**src/rtl/uart_tx.sv**
```systemverilog
// uart_tx: serial UART transmitter.
// Takes 8-bit words over a valid/ready handshake and sends a frame made of a start bit,
// 8 data bits (LSB or MSB first), an optional even-parity bit and 0.5/1/1.5/2 stop bits
// with programmable levels. When flow control is enabled, i_cts gates only the start of a frame.
module uart_tx #(
  parameter int CNT_W    = 32,
  parameter int IDLE_GAP = 1
) (
  input  logic             i_clk,
  input  logic             i_rst,
  input  logic [CNT_W-1:0] i_bit_length,
  input  logic             i_hw_flow_control_enable,
  input  logic             i_msb_first,
  input  logic [1:0]       i_stop_bit_mode,
  input  logic [1:0]       i_stop_bit_value,
  input  logic             i_parity_enable,
  input  logic             i_tx_valid,
  input  logic [7:0]       i_tx_word,
  output logic             o_tx_ready,
  input  logic             i_cts,
  output logic             o_tx,
  output logic             o_tx_busy,
  output logic             o_tx_done
);

  localparam int GAP_W = (IDLE_GAP < 2) ? 1 : $clog2(IDLE_GAP + 1);

  localparam logic [1:0] STOP_HALF     = 2'd0;
  localparam logic [1:0] STOP_ONE      = 2'd1;
  localparam logic [1:0] STOP_ONE_HALF = 2'd2;

  typedef enum logic [2:0] {
    S_IDLE   = 3'd0,
    S_START  = 3'd1,
    S_DATA   = 3'd2,
    S_PARITY = 3'd3,
    S_STOP   = 3'd4,
    S_STOP_2 = 3'd5
  } state_t;

  function automatic logic even_parity(input logic [7:0] word);
    return ^word;
  endfunction

  state_t           r_state;
  logic [CNT_W-1:0] r_cnt;
  logic [2:0]       r_bit_idx;
  logic [7:0]       r_word;
  logic [CNT_W-1:0] r_bit_len;
  logic             r_msb;
  logic             r_par_en;
  logic [1:0]       r_stop_mode;
  logic [1:0]       r_stop_val;
  logic [GAP_W-1:0] r_gap;
  logic             r_tx;
  logic             r_done;

  state_t           w_state_next;
  logic [CNT_W-1:0] w_cnt_next;
  logic [CNT_W-1:0] w_dur_last;
  logic [2:0]       w_idx_next;
  logic [2:0]       w_sel;
  logic             w_done_next;
  logic             w_tx_next;
  logic             w_accept;
  logic             w_last;

  assign o_tx_ready = (r_state == S_IDLE) && (r_gap >= GAP_W'(IDLE_GAP)) &&
                      (!i_hw_flow_control_enable || i_cts);
  assign w_accept   = i_tx_valid && o_tx_ready;
  assign o_tx       = r_tx;
  assign o_tx_busy  = (r_state != S_IDLE);
  assign o_tx_done  = r_done;

  // Last counter value of the current bit: half-length stop bits use H, everything else P.
  always_comb begin
    w_dur_last = r_bit_len;
    if (((r_state == S_STOP) && (r_stop_mode == STOP_HALF)) ||
        ((r_state == S_STOP_2) && (r_stop_mode == STOP_ONE_HALF))) begin
      w_dur_last = r_bit_len >> 1;
    end else begin
      w_dur_last = r_bit_len;
    end
  end

  assign w_last = (r_cnt == w_dur_last);

  // Next-state, bit counter and done-pulse decode for the frame sequencer.
  always_comb begin
    w_state_next = r_state;
    w_cnt_next   = r_cnt + CNT_W'(1);
    w_idx_next   = r_bit_idx;
    w_done_next  = 1'b0;
    case (r_state)
      S_IDLE: begin
        w_cnt_next = '0;
        if (w_accept) begin
          w_state_next = S_START;
        end else begin
          w_state_next = S_IDLE;
        end
      end
      S_START: begin
        if (w_last) begin
          w_state_next = S_DATA;
          w_cnt_next   = '0;
          w_idx_next   = 3'd0;
        end else begin
          w_state_next = S_START;
        end
      end
      S_DATA: begin
        if (w_last) begin
          w_cnt_next = '0;
          if (r_bit_idx == 3'd7) begin
            w_state_next = r_par_en ? S_PARITY : S_STOP;
          end else begin
            w_idx_next = r_bit_idx + 3'd1;
          end
        end else begin
          w_state_next = S_DATA;
        end
      end
      S_PARITY: begin
        if (w_last) begin
          w_state_next = S_STOP;
          w_cnt_next   = '0;
        end else begin
          w_state_next = S_PARITY;
        end
      end
      S_STOP: begin
        if (w_last) begin
          w_cnt_next = '0;
          if ((r_stop_mode == STOP_HALF) || (r_stop_mode == STOP_ONE)) begin
            w_state_next = S_IDLE;
            w_done_next  = 1'b1;
          end else begin
            w_state_next = S_STOP_2;
          end
        end else begin
          w_state_next = S_STOP;
        end
      end
      S_STOP_2: begin
        if (w_last) begin
          w_state_next = S_IDLE;
          w_cnt_next   = '0;
          w_done_next  = 1'b1;
        end else begin
          w_state_next = S_STOP_2;
        end
      end
      default: begin
        w_state_next = S_IDLE;
        w_cnt_next   = '0;
        w_idx_next   = 3'd0;
      end
    endcase
  end

  // Line level for the state entered on the coming edge, so o_tx can be a plain register.
  always_comb begin
    w_sel     = r_msb ? (3'd7 - w_idx_next) : w_idx_next;
    w_tx_next = 1'b1;
    case (w_state_next)
      S_IDLE:   w_tx_next = 1'b1;
      S_START:  w_tx_next = 1'b0;
      S_DATA:   w_tx_next = r_word[w_sel];
      S_PARITY: w_tx_next = even_parity(r_word);
      S_STOP:   w_tx_next = r_stop_val[0];
      S_STOP_2: w_tx_next = r_stop_val[1];
      default:  w_tx_next = 1'b1;
    endcase
  end

  // Sequencer state, line register, inter-frame gap and frame configuration capture.
  always_ff @(posedge i_clk) begin
    if (i_rst) begin
      r_state     <= S_IDLE;
      r_cnt       <= '0;
      r_bit_idx   <= 3'd0;
      r_word      <= 8'd0;
      r_bit_len   <= '0;
      r_msb       <= 1'b0;
      r_par_en    <= 1'b0;
      r_stop_mode <= 2'd0;
      r_stop_val  <= 2'd0;
      r_gap       <= GAP_W'(IDLE_GAP);
      r_tx        <= 1'b1;
      r_done      <= 1'b0;
    end else begin
      r_state   <= w_state_next;
      r_cnt     <= w_cnt_next;
      r_bit_idx <= w_idx_next;
      r_tx      <= w_tx_next;
      r_done    <= w_done_next;
      // The done cycle already drives mark, so it counts as the first gap cycle.
      if (w_done_next) begin
        r_gap <= GAP_W'(1);
      end else if ((r_state == S_IDLE) && (r_gap < GAP_W'(IDLE_GAP))) begin
        r_gap <= r_gap + GAP_W'(1);
      end else begin
        r_gap <= r_gap;
      end
      if (w_accept) begin
        r_word      <= i_tx_word;
        r_bit_len   <= i_bit_length;
        r_msb       <= i_msb_first;
        r_par_en    <= i_parity_enable;
        r_stop_mode <= i_stop_bit_mode;
        r_stop_val  <= i_stop_bit_value;
      end else begin
        r_word      <= r_word;
        r_bit_len   <= r_bit_len;
        r_msb       <= r_msb;
        r_par_en    <= r_par_en;
        r_stop_mode <= r_stop_mode;
        r_stop_val  <= r_stop_val;
      end
    end
  end

endmodule
```
**config.mk**
```make
export PLATFORM = sky130hd
export DESIGN_NAME = uart_tx
export DESIGN_NICKNAME = d
export VERILOG_FILES = /design/src/rtl/uart_tx.sv
export SDC_FILE = /design/constraint.sdc
export NUM_CORES = 1
export LEC_CHECK = 0
export CORE_MARGIN = 2
export CORE_UTILIZATION = 35
export DETAILED_ROUTE_END_ITERATION = 12
export MAX_ROUTING_LAYER = met4
export SLEW_MARGIN = 20
export SYNTH_ARGS = -nofsm -noshare
export SYNTH_HDL_FRONTEND = slang
export SYNTH_SLANG_ARGS = --single-unit
```
**constraint.sdc**
```tcl
create_clock -name i_clk -period 4.05 [get_ports i_clk]
set_input_delay 0.81 -clock i_clk [delete_from_list [all_inputs] [get_ports i_clk]]
set_output_delay 0.81 -clock i_clk [all_outputs]
set_load 0.02 [all_outputs]
```
## Yosys cells after proc, flatten, opt, wreduce, memory -nomap -nowiden

Cells that the tools add are included.

| word-level totals | value |
|---|---|
| register bits after elaboration | 87 |
| input port bits | 51 |
| output and inout port bits | 4 |
| word-level logic and storage cells | 75 |

| operators by class | value |
|---|---|
| $add $sub $neg | 4 |
| order comparisons | 3 |
| equal/unequal tests | 14 |
| mux-type cells | 23 |
| bitwise operators | 1 |
| reductions and logical operators | 18 |

Operator list:

| cell | count |
|---|---|
| 2-to-1 mux 3 bit | 11 |
| adder 32 x 1 -> 32 bit, second input constant | 1 |
| == test 32 bit | 1 |
| 2-to-1 mux 32 bit | 1 |
| one-hot mux 3 bit (6 select lines) | 1 |
| == test 3 bit, second input constant | 5 |
| == test 3 x 2 -> 1 bit, second input constant | 4 |
| one-hot mux 3 bit (3 select lines) | 1 |
| parity 8 bit | 1 |
| == test 3 x 1 -> 1 bit, second input constant | 2 |
| logical AND 1 bit | 6 |
| 2-to-1 mux 1 bit | 5 |
| one-hot mux 1 bit (5 select lines) | 1 |
| OR reduction 5 bit | 1 |
| less-than comparator 3 x 4 -> 1 bit, second input constant | 1 |
| OR reduction 4 bit | 1 |
| adder 3 x 1 -> 3 bit, second input constant | 1 |
| binary-select mux 1 bit (select 3 bit) | 1 |
| zero test 3 bit | 1 |
| logical OR 1 bit | 3 |
| nonzero test 3 bit | 1 |
| OR reduction 3 bit | 1 |
| subtractor 3 bit, first input constant | 1 |
| == test 2 x 1 -> 1 bit, second input constant | 1 |
| other kinds (10) | 10 |

## Depth between registers and ports, before layout

Gate-level depths: netlist of run 1.

| logic depth | value |
|---|---|
| depth in word-level cells | 12 |
| mapped depth | 15 |
| depth with buffers taken out | 11 |

## Worst setup path after synthesis of run 1

OpenSTA, ideal clock, no wires.

| path | value |
|---|---|
| kind | register -> register |
| start point | register r_state[0] |
| end point | register r_tx, in the netlist o_tx |
| library setup time | 0.132 ns |
| data arrival time | 3.085 ns |
| data required time | 3.918 ns |
| setup slack | 0.833 ns |
| cell stages (with the launch flop) | 14 |
| buffers on the path | 2 |
| period minus slack after synthesis | 3.217 ns |
| path through | dfxtp_1 -> buf_2 -> xor2_2 -> nor2_2 -> or4_1 -> a222oi_1 -> and4_1 -> buf_4 -> nand3_1 -> o21bai_2 -> mux4_2 -> nor3b_1 -> o41ai_1 -> a22oi_1 |

| on the way | value |
|---|---|
| longest elaborated chain between the ends | 12 |

RTL lines:

| element | RTL line | text |
|---|---|---|
| from (decl) | 45 | `state_t r_state;` |
| from (signal assigned) | 193 | `r_state <= w_state_next;` |
| == test 3 bit, on equally long branches | 78, 94, 79 |  |
| logical AND 1 bit, on equally long branches | 78, 79 |  |
| logical OR 1 bit | 78 | `if (((r_state == S_STOP) && (r_stop_mode == STOP_HALF)) \|\|` |
| 2-to-1 mux 32 bit | 78 |  |
| == test 32 bit | 86 | `assign w_last = (r_cnt == w_dur_last);` |
| 2-to-1 mux 3 bit, on equally long branches | 113, 104 |  |
| one-hot mux 3 bit (3 select lines) | 94 | `case (r_state)` |
| subtractor 3 bit | 164 | `w_sel = r_msb ? (3'd7 - w_idx_next) : w_idx_next;` |
| 2-to-1 mux 3 bit | 164 |  |
| binary-select mux 1 bit (select 3 bit) | 169 | `S_DATA: w_tx_next = r_word[w_sel];` |
| 2-to-1 mux 1 bit (not written as such) | 169 |  |
| one-hot mux 1 bit (5 select lines) (*) | 166 | `case (w_state_next)` |
| to (signal assigned) | 196 | `r_tx <= w_tx_next;` |
| to (decl) | 55 | `logic r_tx;` |

Every way passes the cells marked *; elsewhere a longest branch is shown, timed or not. The select of a mux whose other input is x is not followed.
A chain may end at the register's enable or synchronous reset.

## Worst setup path in the final report of run 1

| path | value |
|---|---|
| start point | register r_stop_mode[0] |
| end point | register r_tx, in the netlist o_tx |

| on the way | value |
|---|---|
| longest elaborated chain between the ends | 12 |

RTL lines:

| element | RTL line | text |
|---|---|---|
| from (decl) | 52 | `logic [1:0] r_stop_mode;` |
| from (signal assigned) | 211 | `r_stop_mode <= i_stop_bit_mode;` |
| from (signal assigned) | 218 | `r_stop_mode <= r_stop_mode;` |
| == test 2 bit or zero test 2 bit (tied branches) | 79, 78, 135 |  |
| logical AND 1 bit, on equally long branches | 79, 78 |  |
| logical OR 1 bit | 78 |  |
| 2-to-1 mux 32 bit | 78 |  |
| == test 32 bit | 86 |  |
| 2-to-1 mux 3 bit, on equally long branches | 113, 104 |  |
| one-hot mux 3 bit (3 select lines) | 94 |  |
| subtractor 3 bit | 164 |  |
| 2-to-1 mux 3 bit | 164 |  |
| binary-select mux 1 bit (select 3 bit) | 169 |  |
| 2-to-1 mux 1 bit (not written as such) | 169 |  |
| one-hot mux 1 bit (5 select lines) (*) | 166 |  |

Marked as above.

==> impl_metrics.json, run 1 <==
{
  "status": "finished, final reports clean",
  "area_growth_pct": 21.78,
  "critPathSlowestCell": "or3b_4",
  "required_ps": 4320,
  "avgSynthCellArea_um2": 7.735,
  "max_stage_delay_ps": 490,
  "io_buffers": 54,
  "wirelength_mm": 13.78,
  "worstHoldPathType": "reg -> reg",
  "end_kind": "flop",
  "grt_pass1_wl_mm": 22.14,
  "synth_ff_type": "dfxtp_1",
  "peakVddDrop_mv": 0.2115,
  "max-slew-margin-rel_pct": 62.99,
  "critPathKind": "reg -> reg",
  "layout-drive-gt1-share_pct": 6.308,
  "htree_levels": 3,
  "crit_fanout": 13,
  "worstPathCellList": "or3b_4 -> or3_1 -> a21o_1 -> a222oi_1 -> and4_1 -> and2_1 -> a21oi_2 -> a221o_1 -> a2111oi_0 -> nor3b_1 -> a22oi_1",
  "syn_area_um2": 4641,
  "fin_ws_ps": 397.0,
  "cts_tree": "built",
  "drv_slew": 0,
  "synth_warnings": 0,
  "io_pins": 55,
  "drc": 0,
  "fmax_mhz": 273.8,
  "syn_nets": 653,
  "place_area_um2": 5351,
  "reg2regPathDepth": 11,
  "fin_area_um2": 5652,
  "cp_top_family": "simple AND/OR/NAND/NOR gates",
  "path_clk_slew_ps": 60,
  "yosysMostFrequentCell": "nand2_1",
  "ys_seq_area_share_pct": 37.53,
  "dpl_worst_slack_ps": 153.5,
  "worst-slew-pin-transition_ps": 550.2,
  "gp_congestion": 0.9449,
  "r2r-end": "o_tx",
  "synth.distinct_cells": 51,
  "worstPathArrival_ps": 3930,
  "max_cap_viol_count": 0,
  "grt-ovfl-total": 0,
  "crit_path_end": "o_tx",
  "grt_setup_unrepaired": "no",
  "crit_cells": 11,
  "synth-seq-cells": 87,
  "die_w_um": 119.2,
  "synth_edf_count": 0,
  "hold_depth": 2,
  "synthCells": 600,
  "ant_nets": 0,
  "synth_largest_area_cell": "dfxtp_1",
  "die_h_um": 119.2,
  "power.density_nw_per_um2": 355.0,
  "r2r_start": "r_stop_mode[0]",
  "first_pass_iters": 5,
  "antenna_found_initial": 0,
  "track_usage_pct": 20.60,
  "start_util_pct": 35.47,
  "clock_latency_ps": 350,
  "design.core.area_um2": 13090,
  "drt_iter0_drc": 337,
  "layout.nets": 698,
  "wire_per_inst_um": 16.68,
  "clock_skew_ps": 7.844,
  "dp_hpwl_mm": 10.40,
  "fin_setup_tns_ps": 0,
  "root_buffer": "clkbuf_16",
  "hold_viol": 0,
  "crit_start": "r_stop_mode[0]",
  "final_util_pct": 43.19,
  "cts.sinks": 87,
  "cp_num_buf_inv": 0,
  "ctsHoldBuffers": 0,
  "start_kind": "flop",
  "power.leakage_nw": 1.982,
  "ys_top_cells_by_count": "109 x nand2_1, 87 x dfxtp_1, 56 x a21oi_1, 48 x nor2_1, 33 x xnor2_1",
  "avgViaCountPerCell": 5.349,
  "finalSetupViolCount": 0,
  "netlist.area_leader.share_pct": 37.53,
  "grt_pass1_vias": 4309,
  "final.min_clock_period_ps": 3653,
  "num_vias": 4418,
  "grt_max_degree": 47,
  "numCtsBuffers": 9,
  "async_reset_ff_share_pct": 0,
  "synth_area_leaders": "dfxtp_1 38%, nand2_1 8.8%, xnor2_1 6.2%",
  "rows": 42,
  "min_period_over_period_pct": 90.20,
  "rrSetupSlack_ps": 400,
  "die_area_um2": 14200,
  "holdWs_ps": 453.9,
  "clockBufferDepth": 2,
  "n_antenna_cell": 0
}
[tightest hold or removal path, stage by stage, from the launching register on]
cell and delay [ps]:
dfxtp_1 310, nand2_1 50, a21oi_1 50
[timing repair]
item                                    4_1_cts  5_1_grt
gates resized for setup                       0        5
buffers inserted                              0        1
endpoints found under the setup margin        0        1
[registers in the layout (all words and copies together) (netlist names)]
signal and count:
r_state 3, r_gap 1, r_bit_len 32, r_word 8
o_tx 1, r_cnt 32, r_stop_val 2, r_msb 1
r_stop_mode 2, r_par_en 1, o_tx_done 1, r_bit_idx 3
[where the power goes]
group | internal, mW | leakage [nW] | switching [mW]
Combinational | 0.137 | 1.14 | 0.151
Sequential | 0.889 | 0.708 | 0.0485
Clock | 0.447 | 0.136 | 0.332
[layer usage]
metal / GRT usage [%] / wire length (um)
met1: 25.07 / 5997
met2: 33.12 / 6594
met3: 4.310 / 735
met4: 8.780 / 450
met5: - / 0
[worst min-delay path by stage]
stage	start	to	slack [ps]
2_1_floorplan	r_gap	r_gap	420
5_1_grt	r_stop_val[1]	r_stop_val[1]	480
4_1_cts	r_stop_val[1]	r_stop_val[1]	460
6_report	r_stop_val[1]	r_stop_val[1]	450
3_5_place_dp	r_gap	r_gap	450
3_3_place_gp	r_gap	r_gap	440
[logic make-up (layout without fill, tap and decap cells)]
group	Yosys count	in the layout	synth area share, %
flip-flops	87	87	37.53
adder cells (fa/ha/maj)	2	2	0.5391
AO/OA/AOI/OAI	120	120	16.61
multiplexers	10	10	2.993
XOR/XNOR	59	59	11.30
AND/OR/NAND/NOR	259	259	25.69
buffers and inverters	63	113	5.338
[through the flow]
stage	total power [mW]	instances
3_5_place_dp	1.244	809
3_3_place_gp	1.241	809
5_1_grt	2.100	826
6_report	2.006	826
4_1_cts	2.025	825
2_1_floorplan	1.119	600
[area by class of cell]
type / instances / area [um^2]
Fill cell: 1306 / 7433
Timing Repair Buffer: 67 / 633.1
Sequential cell: 87 / 1743
Inverter: 30 / 112.6
Clock inverter: 3 / 17.52
Multi-Input combinational cell: 450 / 2665
Tap cell: 176 / 220.2
Clock buffer: 13 / 260.3
[layout by cell type, fill, tap and decap left out, types with 3 or more instances in the layout]
master and n:
nor2b_1 26, and3_1 6, nor3_1 12, o211ai_1 6
clkdlybuf4s50_1 53, a31oi_1 3, xor2_1 25, a222oi_1 7
nand2_1 109, mux2i_1 6, nand3_1 26, dfxtp_1 86
a2111oi_0 7, a221oi_1 3, o21ai_0 13, xnor2_1 33
clkbuf_16 9, nand4_1 12, nor2_1 48, mux4_2 3
and2_1 4, nor4_1 5, o22ai_1 6, inv_1 30
buf_4 13, a21oi_1 56
(Power assumes the default switching activity.)
==> run 2: changes to the inputs <==
Settings changed: GPL_ROUTABILITY_DRIVEN from default to 0, RECOVER_POWER from default to 50, SLEW_MARGIN 20 to default.
==> impl_metrics.json, run 2 (synthesis results as in run 1) <==
{
  "clkPwrFrac_pct": 39.8,
  "antenna_found_initial": 0,
  "die_h_um": 119.2,
  "ctsHoldBuffers": 0,
  "wirelength_met1_mm": 5.644,
  "place_area_um2": 5321,
  "start_util_pct": 35.47,
  "area_growth_pct": 21.25,
  "io_pins": 55,
  "clockBufferDepth": 2,
  "cp_num_buf_inv": 0,
  "start_kind": "flop",
  "die_w_um": 119.2,
  "path_clk_slew_ps": 60,
  "fin_setup_tns_ps": 0,
  "p_sw_mw": 0.5209,
  "crit_fanout": 13,
  "htree_levels": 3,
  "cts_tree": "built",
  "design.core.area_um2": 13090,
  "worstPathCellList": "or3b_1 -> or3_1 -> a21o_1 -> a222oi_1 -> and4_1 -> and2_1 -> a21oi_2 -> a221o_1 -> nor3b_1 -> o41ai_1 -> a22oi_1",
  "clock_latency_ps": 350,
  "hold_viol": 0,
  "violations": "max-capacitance violations, max-slew violations",
  "numCtsBuffers": 9,
  "avgViaCountPerCell": 5.287,
  "n_antenna_cell": 0,
  "rrSetupSlack_ps": 170,
  "ant_nets": 0,
  "worstPathArrival_ps": 4150,
  "status": "finished, violations left",
  "final_cell_mix": "109 x nand2_1, 87 x dfxtp_1, 56 x a21oi_1",
  "dr_wl_met2_mm": 6.243,
  "p_comb_share_pct": 13.9,
  "max_stage_delay_ps": 600,
  "clock_skew_ps": 6.993,
  "die_area_um2": 14200,
  "top_regs": "r_bit_len: 32 flops, r_cnt: 32 flops, r_word: 8 flops",
  "critPathSlowestCell": "or3b_1",
  "wire_per_inst_um": 15.69,
  "hold_depth": 2,
  "fillers": 1329,
  "swShare_pct": 25.70,
  "cts.sinks": 87,
  "drc": 0,
  "layout-drive-gt1-share_pct": 5.271,
  "worstHoldPathType": "reg -> reg",
  "drv_slew": 47,
  "cp_top_family": "simple AND/OR/NAND/NOR gates",
  "dp_hpwl_mm": 9.667,
  "grt_pass1_vias": 4234,
  "layout_commonest_cell": "nand2_1",
  "final.min_clock_period_ps": 3876,
  "root_buffer": "clkbuf_16",
  "layout.nets": 693,
  "finalSetupViolCount": 0,
  "min_period_over_period_pct": 95.71,
  "peakVddDrop_mv": 0.1627,
  "num_vias": 4341,
  "reg2regPathDepth": 11,
  "first_pass_iters": 5,
  "wirelength_mm": 12.88,
  "power.leakage_nw": 1.961,
  "io_buffers": 54,
  "grt-ovfl-total": 0,
  "max_cap_viol_count": 1,
  "grt_pass1_wl_mm": 21.06,
  "p_int_mw": 1.506,
  "end_kind": "flop",
  "rows": 42,
  "fin_area_um2": 5627,
  "critPathKind": "reg -> reg",
  "grt_setup_unrepaired": "no",
  "required_ps": 4320,
  "crit_cells": 11,
  "track_usage_pct": 19.22,
  "grt_max_degree": 47,
  "power.density_nw_per_um2": 360.2,
  "worst-slew-pin-transition_ps": 1842,
  "seqPwrFrac_pct": 46.2,
  "maxUsedRoutingLayer": "met4",
  "drt_iter0_drc": 279,
  "max-slew-margin-rel_pct": -22.82,
  "fmax_mhz": 258.0,
  "dr_wl_met3_um": 619
}
[run 2: path summary, 6_finish.rpt]
path / from / end
worst min register to register: r_stop_val[1] / r_stop_val[1]
worst max register to register: r_stop_mode[0] / o_tx
worst max-delay path: r_stop_mode[0] / o_tx
worst min-delay path: r_stop_val[1] / r_stop_val[1]
[run 2: power groups by stage]
| stage | registers (mW) | clock network, mW | logic [mW] |
|---|---|---|---|
| after floorplan | 0.934 | 0 | 0.186 |
| after global placement | 0.954 | 0 | 0.274 |
| after detailed placement | 0.955 | 0 | 0.279 |
| after CTS | 0.936 | 0.829 | 0.280 |
| after global routing | 0.941 | 0.862 | 0.312 |
| final | 0.937 | 0.807 | 0.282 |
[run 2: worst reg2reg max path: cells and delay by family, from the launching register on]
family	cells	cell delay, ps
flip-flops	1	320
AND/OR/NAND/NOR	5	2120
AO/OA/AOI/OAI	6	1350
[run 2: per-stage QoR]
step,std cells,util [%],worst slack (ps),hold slack [ps],total power [mW]
after floorplan,600,-,833.2,425.0,1.119
after global placement,805,40.67,387.3,446.7,1.228
after detailed placement,805,40.67,174.5,451.0,1.234
after CTS,821,42.93,151.2,459.0,2.045
after global routing,821,43.00,41.17,482.1,2.114
final,821,43.00,173.7,457.8,2.027
[run 2: layout make-up]
cell class	instances	area, um^2	share of cell area [%]
Clock inverter	2	12.51	0.2224
Sequential cell	87	1742	30.95
Timing Repair Buffer	62	591.8	10.52
Tap cell	176	220.2	3.914
Clock buffer	14	284.0	5.048
Multi-Input combinational cell	450	2664	47.34
Inverter	30	112.6	2.001
[run 2: routing by layer]
layer | vias to the layer above | GRT usage, %
met5 | - | -
met1 | 2008 | 22.97
met2 | 152 | 31.47
li1 | 2144 | -
met3 | 37 | 3.400
met4 | 0 | 9.077
[run 2: what timing repair did]
action,4_1_cts,5_1_grt
setup endpoints to repair,0,1
setup buffers,0,0
gates resized for setup,0,2
